===== src/rtl/svm_pkg.sv =====
// Shared constants and state encoding for the SVM instruction fetch path.
package svm_pkg;

   localparam int ROM_FIFO_DATA_WIDTH         = 8;
   localparam int NUM_OF_ROM_FIFO_RD_PER_INST = 4;
   localparam int IEEE_32BIT                  = 32;

   typedef enum logic [1:0] {
      ST_IDLE,
      ST_ISSUE,
      ST_DRAIN,
      ST_DONE
   } t_rom_dma_fetch_st;

endpackage


===== src/rtl/rom_data_fifo.sv =====
// Synchronous first-word-fall-through FIFO; the head entry is visible on o_data
// the cycle after it is written, and reads as zero while the FIFO is empty.
module rom_data_fifo #(
   parameter int WIDTH = 8,
   parameter int DEPTH = 16
) (
   input  logic                       clk,
   input  logic                       reset,
   input  logic                       i_push,
   input  logic [WIDTH-1:0]           i_data,
   input  logic                       i_pop,
   output logic [WIDTH-1:0]           o_data,
   output logic                       o_vld,
   output logic                       o_full,
   output logic                       o_empty,
   output logic [$clog2(DEPTH):0]     o_level
);

   localparam int PW = $clog2(DEPTH);
   localparam int LW = PW + 1;

   logic [WIDTH-1:0] r_mem [DEPTH];
   logic [PW-1:0]    r_wrPtr;
   logic [PW-1:0]    r_rdPtr;
   logic [LW-1:0]    r_level;

   logic w_full;
   logic w_empty;
   logic w_doPush;
   logic w_doPop;

   assign w_full   = (r_level == LW'(DEPTH));
   assign w_empty  = (r_level == '0);
   assign w_doPush = i_push && !w_full;
   assign w_doPop  = i_pop && !w_empty;

   always_ff @(posedge clk) begin
      if (w_doPush) begin
         r_mem[r_wrPtr] <= i_data;
      end
   end

   // Pointers wrap naturally because DEPTH is a power of two.
   always_ff @(posedge clk) begin
      if (reset) begin
         r_wrPtr <= '0;
         r_rdPtr <= '0;
         r_level <= '0;
      end else begin
         if (w_doPush) begin
            r_wrPtr <= r_wrPtr + PW'(1);
         end
         if (w_doPop) begin
            r_rdPtr <= r_rdPtr + PW'(1);
         end
         case ({w_doPush, w_doPop})
            2'b10:   r_level <= r_level + LW'(1);
            2'b01:   r_level <= r_level - LW'(1);
            default: r_level <= r_level;
         endcase
      end
   end

   assign o_data  = w_empty ? '0 : r_mem[r_rdPtr];
   assign o_vld   = !w_empty;
   assign o_full  = w_full;
   assign o_empty = w_empty;
   assign o_level = r_level;

endmodule


===== src/rtl/rom_dma_fifo_fetch.sv =====
// Walks a ROM byte range through a fixed-latency read port into a FWFT FIFO,
// issuing reads only while FIFO occupancy plus outstanding reads leaves room.
module rom_dma_fifo_fetch #(
   parameter int ROM_ADDR_WIDTH      = 10,
   parameter int ROM_FIFO_DATA_WIDTH = svm_pkg::ROM_FIFO_DATA_WIDTH,
   parameter int ROM_FIFO_DEPTH      = 16,
   parameter int ROM_RD_LATENCY      = 2
) (
   input  logic                                clk,
   input  logic                                reset,
   input  logic                                start,
   input  logic [ROM_ADDR_WIDTH-1:0]           start_addr,
   input  logic [ROM_ADDR_WIDTH:0]             xfer_len,
   output logic                                busy,
   output logic                                done,
   output logic                                rom_rd_en,
   output logic [ROM_ADDR_WIDTH-1:0]           rom_rd_addr,
   input  logic [ROM_FIFO_DATA_WIDTH-1:0]      rom_rd_data,
   input  logic                                rom_data_fifo_fifo_data_pop,
   output logic [ROM_FIFO_DATA_WIDTH-1:0]      rom_data_fifo_fifo_data_out,
   output logic                                rom_data_fifo_fifo_data_out_vld,
   output logic                                rom_data_fifo_fifo_full,
   output logic                                rom_data_fifo_fifo_empty,
   output logic [$clog2(ROM_FIFO_DEPTH):0]     fifo_level
);

   import svm_pkg::*;

   localparam int LW = $clog2(ROM_FIFO_DEPTH) + 1;

   t_rom_dma_fetch_st            r_state;
   logic [ROM_ADDR_WIDTH-1:0]    r_addr;
   logic [ROM_ADDR_WIDTH:0]      r_remaining;
   logic [LW-1:0]                r_inFlight;
   logic [ROM_RD_LATENCY-1:0]    r_vldPipe;
   logic                         r_busy;
   logic                         r_done;

   logic                         w_issue;
   logic                         w_return;
   logic [LW:0]                  w_committed;

   // Every issued read already owns a FIFO slot, so a push can never find it full.
   assign w_committed = {1'b0, fifo_level} + {1'b0, r_inFlight};
   assign w_issue     = (r_state == ST_ISSUE) && (w_committed < (LW+1)'(ROM_FIFO_DEPTH));
   assign w_return    = r_vldPipe[ROM_RD_LATENCY-1];

   assign rom_rd_en   = w_issue;
   assign rom_rd_addr = r_addr;
   assign busy        = r_busy;
   assign done        = r_done;

   always_ff @(posedge clk) begin
      if (reset) begin
         r_vldPipe  <= '0;
         r_inFlight <= '0;
      end else begin
         r_vldPipe[0] <= w_issue;
         for (int i = 1; i < ROM_RD_LATENCY; i++) begin
            r_vldPipe[i] <= r_vldPipe[i-1];
         end
         r_inFlight <= r_inFlight + LW'(w_issue) - LW'(w_return);
      end
   end

   always_ff @(posedge clk) begin
      if (reset) begin
         r_state     <= ST_IDLE;
         r_addr      <= '0;
         r_remaining <= '0;
         r_busy      <= 1'b0;
         r_done      <= 1'b0;
      end else begin
         r_done <= 1'b0;
         case (r_state)
            ST_IDLE: begin
               if (start) begin
                  r_busy <= 1'b1;
                  if (xfer_len != '0) begin
                     r_addr      <= start_addr;
                     r_remaining <= xfer_len;
                     r_state     <= ST_ISSUE;
                  end else begin
                     r_done  <= 1'b1;
                     r_state <= ST_DONE;
                  end
               end
            end
            ST_ISSUE: begin
               if (w_issue) begin
                  r_addr      <= r_addr + ROM_ADDR_WIDTH'(1);
                  r_remaining <= r_remaining - (ROM_ADDR_WIDTH+1)'(1);
                  if (r_remaining == (ROM_ADDR_WIDTH+1)'(1)) begin
                     r_state <= ST_DRAIN;
                  end
               end
            end
            ST_DRAIN: begin
               if ((r_inFlight == '0) && !w_return) begin
                  r_done  <= 1'b1;
                  r_state <= ST_DONE;
               end
            end
            ST_DONE: begin
               r_busy  <= 1'b0;
               r_state <= ST_IDLE;
            end
            default: begin
               r_state <= ST_IDLE;
            end
         endcase
      end
   end

   rom_data_fifo #(
      .WIDTH (ROM_FIFO_DATA_WIDTH),
      .DEPTH (ROM_FIFO_DEPTH)
   ) u_fifo (
      .clk     (clk),
      .reset   (reset),
      .i_push  (w_return),
      .i_data  (rom_rd_data),
      .i_pop   (rom_data_fifo_fifo_data_pop),
      .o_data  (rom_data_fifo_fifo_data_out),
      .o_vld   (rom_data_fifo_fifo_data_out_vld),
      .o_full  (rom_data_fifo_fifo_full),
      .o_empty (rom_data_fifo_fifo_empty),
      .o_level (fifo_level)
   );

endmodule


===== config.mk =====
export PLATFORM = sky130hd
export DESIGN_NAME = rom_dma_fifo_fetch
export DESIGN_NICKNAME = d
export VERILOG_FILES = /design/src/rtl/svm_pkg.sv /design/src/rtl/rom_data_fifo.sv /design/src/rtl/rom_dma_fifo_fetch.sv
export SDC_FILE = /design/constraint.sdc
export NUM_CORES = 1
export LEC_CHECK = 0
export CAP_MARGIN = 20
export CORE_MARGIN = 5
export CORE_UTILIZATION = 52
export DETAILED_ROUTE_END_ITERATION = 16
export PLACE_DENSITY = 0.75
export SLEW_MARGIN = 20
export SYNTH_ARGS = -nofsm -noshare
export SYNTH_HDL_FRONTEND = slang
export SYNTH_SLANG_ARGS = --single-unit

===== constraint.sdc =====
create_clock -name clk -period 2.7 [get_ports clk]
set_input_delay 0.81 -clock clk [delete_from_list [all_inputs] [get_ports clk]]
set_output_delay 0.81 -clock clk [all_outputs]
set_load 0.02 [all_outputs]

# [Word-level counts from Yosys, hierarchy flattened]
# Memories as Yosys holds them, arrays and structs flattened. A register that Yosys moved wholly into a read port is not among the register bits.
# Index checks and enable logic that the tools add are counted.
[classes] eq_ne=12 reduce_logical=17 add_sub_neg=9 magnitude_cmp=1 muxes=26
[op_table] operator="two-way mux 11 bit" count=3
[op_table] operator="two-way mux 10 bit" count=3
[op_table] operator="one-hot mux 11 bit (2 select lines)" count=1
[op_table] operator="one-hot mux 10 bit (2 select lines)" count=1
[op_table] operator="equality test 11 x 1 -> 1 bit (second input constant)" count=1
[op_table] operator="nonzero test 11 bit" count=1
[op_table] operator="subtractor 11 x 1 -> 11 bit (second input constant)" count=1
[op_table] operator="adder 10 x 1 -> 10 bit (second input constant)" count=1
[op_table] operator="zero test 5 bit" count=2
[op_table] operator="two-way mux 2 bit" count=5
[op_table] operator="one-hot mux 5 bit (2 select lines)" count=1
[op_table] operator="adder 4 x 1 -> 4 bit (second input constant)" count=2
[op_table] operator="two-way mux 4 bit" count=2
[op_table] operator="two-way mux 8 bit" count=1
[op_table] operator="!= test 2 bit (second input constant)" count=4
[op_table] operator="one-hot mux 2 bit (4 select lines)" count=1
[op_table] operator="AND reduction 4 bit" count=2
[op_table] operator="adder 5 x 5 -> 6 bit" count=1
[op_table] operator="equality test 2 bit (second input constant)" count=3
[op_table] operator="< comparator 6 x 5 -> 1 bit (second input constant)" count=1
[op_table] operator="two-way mux 1 bit" count=6
[op_table] operator="nonzero test 2 bit" count=3
[op_table] operator="adder 5 x 1 -> 5 bit" count=1
[op_table] operator="adder 5 x 1 -> 5 bit (second input constant)" count=1
[op_table] operator="10 further kinds" count=17
[totals] memories=1 ram_bits=128 output_inout_bits=29 reg_bits=45 elab_cells=76 in_bits=33
[memory_table] name="u_fifo.r_mem" words=16 width=8 read_ports=1 rd_clocked_by_memory_dff=1 wr=1 line_no="rom_data_fifo.sv:22" rtl="logic [WIDTH-1:0] r_mem [DEPTH];"

# [Longest topological paths before layout]
[depth] word_depth=5 ltp_mapped=14 depth_no_buf=12

# [Hierarchy]
# A second synthesis with hierarchy kept.
[unflattened] hier_cells=598 hier_area_um2=8135.3
[by_module_without_submodules] module="rom_data_fifo" area_per_inst_um2=6007.0 cells_each=338 seq_area_each_um2=4184.0 instances=1
[by_module_without_submodules] module="rom_dma_fifo_fetch" area_per_inst_um2=2128.3 cells_each=260 seq_area_each_um2=640.6 instances=1

# [Worst setup path before layout]
# OpenSTA, ideal clock, no wires.
[synth_timing] path_type="register to register" from="register u_fifo.r_level[2] (netlist: u_fifo.o_level[2])" to="register r_inFlight[4]" period_less_slack_ns=2.915 required_ns=2.578 path_slack_ns=-0.215 stages_incl_launch_ff=13 path_buffers=0 arrival_time_ns=2.794 setup_time_ns=0.122 cell_sequence="dfxtp_1 ha_1 a21oi_1 a21boi_0 nor3_1 ha_1 inv_1 fa_1 inv_1 a21oi_1 nor2_1 or3_1 a21oi_1"
[synth_via] elab_chain_cells=5
[synth_rtl] item="from (decl)" line_no="rom_data_fifo.sv:25" rtl="logic [LW-1:0] r_level;"
[synth_rtl] item="from (signal assigned)" line_no="rom_data_fifo.sv:57" rtl="2'b10: r_level <= r_level + LW'(1);"
[synth_rtl] item="from (signal assigned)" line_no="rom_data_fifo.sv:58" rtl="2'b01: r_level <= r_level - LW'(1);"
[synth_rtl] item="from (signal assigned)" line_no="rom_data_fifo.sv:59" rtl="default: r_level <= r_level;"
[synth_rtl] item="adder 5 x 5 -> 6 bit" line_no="rom_dma_fifo_fetch.sv:44" rtl="assign w_committed = {1'b0, fifo_level} + {1'b0, r_inFlight};"
[synth_rtl] item="< comparator 6 x 5 -> 1 bit" line_no="rom_dma_fifo_fetch.sv:45" rtl="assign w_issue = (r_state == ST_ISSUE) && (w_committed < (LW+1)'(ROM_FIFO_DEPTH));"
[synth_rtl] item="logical AND 1 bit" line_no="rom_dma_fifo_fetch.sv:45"
[synth_rtl] item="named net rom_rd_en" line_no="rom_dma_fifo_fetch.sv:16" rtl="output logic rom_rd_en,"
[synth_rtl] item="adder 5 x 1 -> 5 bit" line_no="rom_dma_fifo_fetch.sv:62" rtl="r_inFlight <= r_inFlight + LW'(w_issue) - LW'(w_return);"
[synth_rtl] item="subtractor 5 x 1 -> 5 bit" line_no="rom_dma_fifo_fetch.sv:62"
[synth_rtl] item="to (signal assigned)" line_no="rom_dma_fifo_fetch.sv:62"
[synth_rtl] item="to (decl)" line_no="rom_dma_fifo_fetch.sv:34" rtl="logic [LW-1:0] r_inFlight;"
# The timed path passes the listed nets, and every way through them passes these cells.
# A chain may end at the register's enable or synchronous reset.

==> run_results.csv <==
group,metric,value,unit
run_status,status,"finished with violations",
run_status,violations,"negative setup slack",
cells_and_area,multiInputGateArea,2850,um2
placed_design,dpl_cell_area,9040,um2
cells_and_area,utilization,0.6747,
placed_design,dp_hpwl,11510,um
floorplan,start_util,0.5328,
cells_and_area,nFillCells,969,
critical_path,crit_path_end_kind,"primary output",
sta,hold_viol,0,
floorplan,dieWidth,132.3,um
cells_and_area,diodes,0,
floorplan,io_pins,62,
global_routing,antenna_found_initial,0,
yosys,yosysWarningCount,0,
power_and_ir_drop,fin_total_pwr,9.115,mW
sta,skew,10.20,ps
routing,drt_iter0_drc,487,
yosys,synth_cell_type_count,53,
sta,slew_headroom,0.5996,
yosys,syn-num-nets,610,
yosys,synth_top_cell_area_share,0.4944,
routing,drt-total-wl,18680,um
routing,via_count,5142,
power_and_ir_drop,leakagePower,3.424,nW
cts,h-tree-depth,4,
yosys,yosysTopAreaCell,"edfxtp_1",
global_routing,overflow,0,
worst_hold_path,whs_path_depth,1,
routing,wire_per_inst,21.69,um
sta,slew_violations,0,
cells_and_area,regArea,4832,um2
cts,clockBufferDepth,2,
yosys,synth_seq_area_share,0.6206,
cts,cts.sinks,177,
cells_and_area,final_cells,861,
cells_and_area,nets,725,
cells_and_area,final_cell_mix,"edfxtp_1, buf_4, clkdlybuf4s50_1",
placed_design,numPortBuffers,61,
yosys,avgSynthCellArea,14.16,um2
critical_path,crit_arrival,2370,ps
sta,timing.final.crit_share,1.177,
cells_and_area,final_area,9843,um2
yosys,syn_area,7774,um2
flow_run,drv_cap,0,
sta,rsz0062_at_grt,"yes",
cts,clk_latency,430,ps
critical_path,reg2reg_depth,13,
sta,fin_ws,-477.1,ps
power_and_ir_drop,powerDensity,926.1,nW/um2
sta,post-route-min-period,3177,ps
power_and_ir_drop,irDropWorstVdd,601.6,uV
floorplan,rows,44,
worst_hold_path,hold_path.class,"flop to flop",
cts,cts_tree,"done",
critical_path,cp.required,1890,ps
floorplan,die_area,17490,um2
yosys,synth_edf_count,128,
yosys,ys_ff_latch,177,
yosys,yosys-top-cells-area,"edfxtp_1, dfxtp_1, mux4_2",
routing,ant_nets,0,
routing,drc,0,
worst_hold_path,min_from,"r_vldPipe[0]",
cts,cts_hold_buf,0,
critical_path,critPathMaxFanout,7,
placed_design,gp_congestion,0.8572,
yosys,synthArstFlopShare,0,
cts,clkTransAtPathRegs,70,ps
cts,cts_made_buffers,17,
routing,viasPerCell,5.972,
floorplan,fp.coreArea,14590,um2
routing,dr.pass1.iters,5,
yosys,synth-main-ff-cell,"edfxtp_1",
sta,setup_violations,9,
cells_and_area,area_growth,26.62,%
cts,clockRootBuffer,"clkbuf_16",
sta,fin_tns_setup,-3404,ps
global_routing,grt_usage,0.2149,
sta,fmax,314.8,MHz
floorplan,fp.dieH,132.3,um
yosys,netlist_instances,549,
global_routing,grt_max_degree,48,
critical_path,r2r-start,"u_fifo.o_level[2]",
cells_and_area,drive_gt1_frac,0.2629,
global_routing,grt_first_pass_wirelength,28940,um
sta,worst_pin_slew,598.8,ps
placed_design,dp.cells,820,
critical_path,path_class,"flop to primary output",
cells_and_area,final_common_cell,"edfxtp_1",
global_routing,first_global_vias,5241,
critical_path,critPathLaunchType,"flop",
-- power by group --
group          switching, mW  internal, mW
Clock                   1.05          1.48
Combinational           1.60          1.66
Sequential             0.217          3.11
Total                   2.86          6.25
-- worst paths after layout --
| path | to | slack, ps |
|---|---|---|
| hold / removal | r_vldPipe[1] | 460 |
| setup / recovery | rom_data_fifo_fifo_data_out[6] | -480 |
| setup reg to reg | u_fifo.o_level[4] | -10 |
| hold reg to reg | r_vldPipe[1] | 460 |
-- timing repair --
item | 4_1_cts | 5_1_grt
setup endpoints to repair | 13 | 13
cloned | 2 | 1
pin swaps | 9 | 10
gates resized for setup | 70 | 23
setup buffers | 4 | 5
-- synth_stat cells, types with 4 or more instances --
cell type,count
edfxtp_1,128
dfxtp_1,49
nor2_1,44
mux4_2,40
a21oi_1,36
nand2_1,36
ha_1,26
inv_1,25
clkbuf_1,16
nor3_1,14
o21ai_0,11
nor4_1,10
and2_1,9
xnor2_1,8
nand3_1,7
xor2_1,7
buf_2,6
nor2b_1,6
o32ai_1,6
a211o_1,4
buf_1,4
mux2i_1,4
nand4_1,4
-- area by class of cell --
class,count,share of cell area
repair buffers,123,0.1246
well taps,184,0.02339
inverters,25,0.009533
multi-input cells,320,0.2896
flip-flops and latches,177,0.4909
clock inverters,13,0.01805
clock buffers,19,0.04398
-- cells by family (layout without fill, tap and decap cells) --
family,Yosys count,in the layout,share of synthesized area
AOI/OAI and AO/OA,85,85,0.07339
xor gates and xnor gates,15,15,0.01690
adders and majority gates,28,28,0.04700
buffers and inverters,52,180,0.02656
DFF,177,177,0.6206
muxes,44,44,0.1210
and+or+nand+nor,148,148,0.09448
-- metal layers --
| metal | track usage | share of wire | routed length (um) |
|---|---|---|---|
| met5 | 0 | 0 | 0 |
| met4 | 0.05995 | 0.021 | 394 |
| met3 | 0.05687 | 0.065 | 1208 |
| met2 | 0.3804 | 0.52 | 9749 |
| met1 | 0.2601 | 0.39 | 7324 |
-- stage by stage --
stage	worst slack [ps]	hold slack, ps
finish	-477.1	458.3
global route	-546.5	474.7
CTS	-493.8	459.6
detailed placement	-462.7	435.3
global placement	-388.4	427.5
floorplan	-47.14	413.8
-- registers in the layout (all words and copies together), names as in the netlist, named ones only --
signal / count
u_fifo.r_mem: 128
r_state: 2
u_fifo.r_wrPtr: 4
r_remaining: 11
done: 1
busy: 1
u_fifo.o_level: 5
r_inFlight: 5
r_vldPipe: 2
rom_rd_addr: 10
u_fifo.r_rdPtr: 4
-- critical path: stages (launching register included) --
cell,delay [ps]
dfxtp_4,440
buf_12,160
mux4_2,540
mux4_2,500
and2_4,170
buf_6,120
(Power assumes the default switching activity.)
==> RTL edit, RTL diff (config.mk and constraints unchanged) <==
Make the reset (`reset`) asynchronous in 3 clocked blocks. Comments in the files are not updated.
--- a/src/rtl/rom_data_fifo.sv
+++ b/src/rtl/rom_data_fifo.sv
@@ -41,7 +41,7 @@
    end
 
    // Pointers wrap naturally because DEPTH is a power of two.
-   always_ff @(posedge clk) begin
+   always_ff @(posedge clk or posedge reset) begin
       if (reset) begin
          r_wrPtr <= '0;
          r_rdPtr <= '0;
--- a/src/rtl/rom_dma_fifo_fetch.sv
+++ b/src/rtl/rom_dma_fifo_fetch.sv
@@ -50,7 +50,7 @@
    assign busy        = r_busy;
    assign done        = r_done;
 
-   always_ff @(posedge clk) begin
+   always_ff @(posedge clk or posedge reset) begin
       if (reset) begin
          r_vldPipe  <= '0;
          r_inFlight <= '0;
@@ -63,7 +63,7 @@
       end
    end
 
-   always_ff @(posedge clk) begin
+   always_ff @(posedge clk or posedge reset) begin
       if (reset) begin
          r_state     <= ST_IDLE;
          r_addr      <= '0;
Formal check against the unedited RTL: differs if reset is asserted again (counterexample within 4 cycles, from zero or initial values and one cycle with reset high); with reset held inactive, the same outputs for 10 cycles.
==> RTL edit against the original RTL <==
The flow still finishes with violations (negative setup slack). Area after synthesis down 0.43%. Wire length is 2.2% lower. Worst setup slack about the same. Non-clock buffer count rose by 20. Power rose by 31%. Core utilization grew 0.89 points. Count of clock-buffer cells in the layout unchanged. Final area rose by 1.3%. Clock skew down 0.0031 ns. Sequential cell count shrank 4. Critical path depth up 1. Sequential power rose by 12%. Critical path type unchanged. Critical endpoint is now rom_data_fifo_fifo_data_out[3]. Largest power group is now combinational logic. Highest routed layer unchanged.
==> RTL edit: results <==
metrics = {
    "run_status": {
        "status": "finished with violations",
        "violations": "negative setup slack",
    },
    "yosys": {
        "synthTopCellsByArea": "edfxtp_1 (50%), dfrtp_1 (15%), mux4_2 (12%)",
        "synthArstFlopShare": 0.260,
        "yosysSeqAreaShare": 0.642,
        "synth_edf_count": 128,
        "netlist_instances": 509,
        "syn-num-nets": 570,
        "yosys_warnings": 0,
        "synth.distinct_cells": 48,
        "synth_common_cells": "edfxtp_1 (128), dfrtp_1 (45), mux4_2 (40)",
    },
    "timing": {
        "setup_slack_ns": -0.477,
        "fin_worst_skew_ns": 0.00708,
        "tns_ns": -3.64,
        "setup_viol": 9,
        "tightest_slew_ns": 1.05,
    },
    "setup_path": {
        "cp_max_fo": 6,
        "crit_arrival_ns": 2.37,
    },
    "placement": {
        "place_hpwl_um": 11700,
        "portBuffers": 61,
        "gp_congestion": 0.831,
        "dp_cells": 796,
    },
    "finish": {
        "diodes": 0,
        "top_register": "u_fifo.r_mem",
        "fill_cells": 936,
        "layout.nets": 707,
        "drive_gt1_frac": 0.297,
        "final_cells": 843,
        "largest_reg_flops": 128,
    },
    "cts": {
        "htreeDepth": 4,
        "clock_path_buffers": 2,
        "root_buffer": "clkbuf_16",
        "numCtsBuffers": 17,
        "path_clk_slew_ns": 0.06,
        "clk_latency_ns": 0.43,
    },
    "grt": {
        "grt_pass1_vias": 5199,
        "grt_util_all_layers": 0.218,
        "grt_max_degree": 33,
        "grt_pass1_wl_um": 29000,
        "antenna_found_initial": 0,
    },
    "pwr": {
        "leakagePower_nw": 3.76,
        "ir_drop_v": 0.000852,
    },
    "detailed_routing": {
        "wl_per_cell_um": 21.7,
        "avgViaCountPerCell": 5.86,
        "dr.pass1.iters": 7,
        "drtIter0Drc": 448,
    },
    "min_path": {
        "hp-class": "reg -> reg",
    },
}
RTL edit: cell count changes after synthesis, moves of 8 or more:
cell / delta
nor2_1: -12
nand2_1: -10
dfxtp_1: -49
o22ai_1: +9
dfrtp_1: +45
a21oi_1: -13
o21ai_0: +8
RTL edit: per-stage QoR:
stage	worst slack, ns	power (mW)	area [sq um]
floorplan	-0.0129	6.81	7740
global placement	-0.412	8.48	9020
detailed placement	-0.445	8.70	9020
CTS	-0.577	11.6	9840
global route	-0.542	12.6	9970
finish	-0.477	11.9	9970
RTL edit: power by group:
part | switching [mW] | total, mW | internal [mW]
registers | 0.439 | 3.73 | 3.29
logic | 2.64 | 5.58 | 2.95
clock network | 1.02 | 2.61 | 1.58
RTL edit: worst paths after layout:
path,start,endpoint,slack [ns],depth (start not counted)
worst max-delay path,u_fifo.r_rdPtr[0]$_DFFE_PP0P_,rom_data_fifo_fifo_data_out[3],-0.48,6
worst min-delay path,r_vldPipe[0]$_DFF_PP0_,r_vldPipe[1]$_DFF_PP0_,0.37,0
worst max register to register,u_fifo.o_level[1]$_DFFE_PP0P_,r_remaining[5]$_DFFE_PP0P_,0.09,12
worst min register to register,r_vldPipe[0]$_DFF_PP0_,r_vldPipe[1]$_DFF_PP0_,0.37,0
max in group asynchronous,reset,rom_rd_addr[3]$_DFFE_PP0P_,1.41,3
min in group asynchronous,reset,r_inFlight[4]$_DFF_PP0_,0.73,2
RTL edit: cell type report:
type | count | share of cell area
Timing Repair Buffer | 143 | 0.136
Multi-Input combinational cell | 285 | 0.270
Tap cell | 184 | 0.0231
Clock buffer | 19 | 0.0444
Inverter | 26 | 0.00979
Clock inverter | 13 | 0.0186
Sequential cell | 173 | 0.499
RTL edit: cells by family after synthesis:
kind of cell / share of synthesized area
DFF: 0.642
and+or+nand+nor: 0.0763
AOI/OAI and AO/OA: 0.0624
buffers and inverters: 0.0293
muxes: 0.127
adders and majority gates: 0.0472
xor gates and xnor gates: 0.0158
RTL edit: worst max-delay path, stage by stage, from the launching register on:
cell and delay [ns]:
dfrtp_2 0.38, buf_12 0.13, buf_12 0.13, mux4_2 0.51, mux4_2 0.51, nor2b_4 0.15
buf_6 0.12
RTL edit: per-layer routing:
metal  up-vias  routed length, um  track usage
li1       2228                  -            -
met1      2483               7360        0.285
met2       204               9660        0.373
met3        21               1040       0.0477
met4         0                196       0.0549
met5         -                  0            0
RTL edit: timing repair:
item / in CTS / in global routing
setup endpoints to repair: 13 / 14
resized for setup: 65 / 37
buffers inserted: 12 / 3
pin swaps: 3 / 18
hold buffers: 0 / 0
gates cloned: 2 / 0
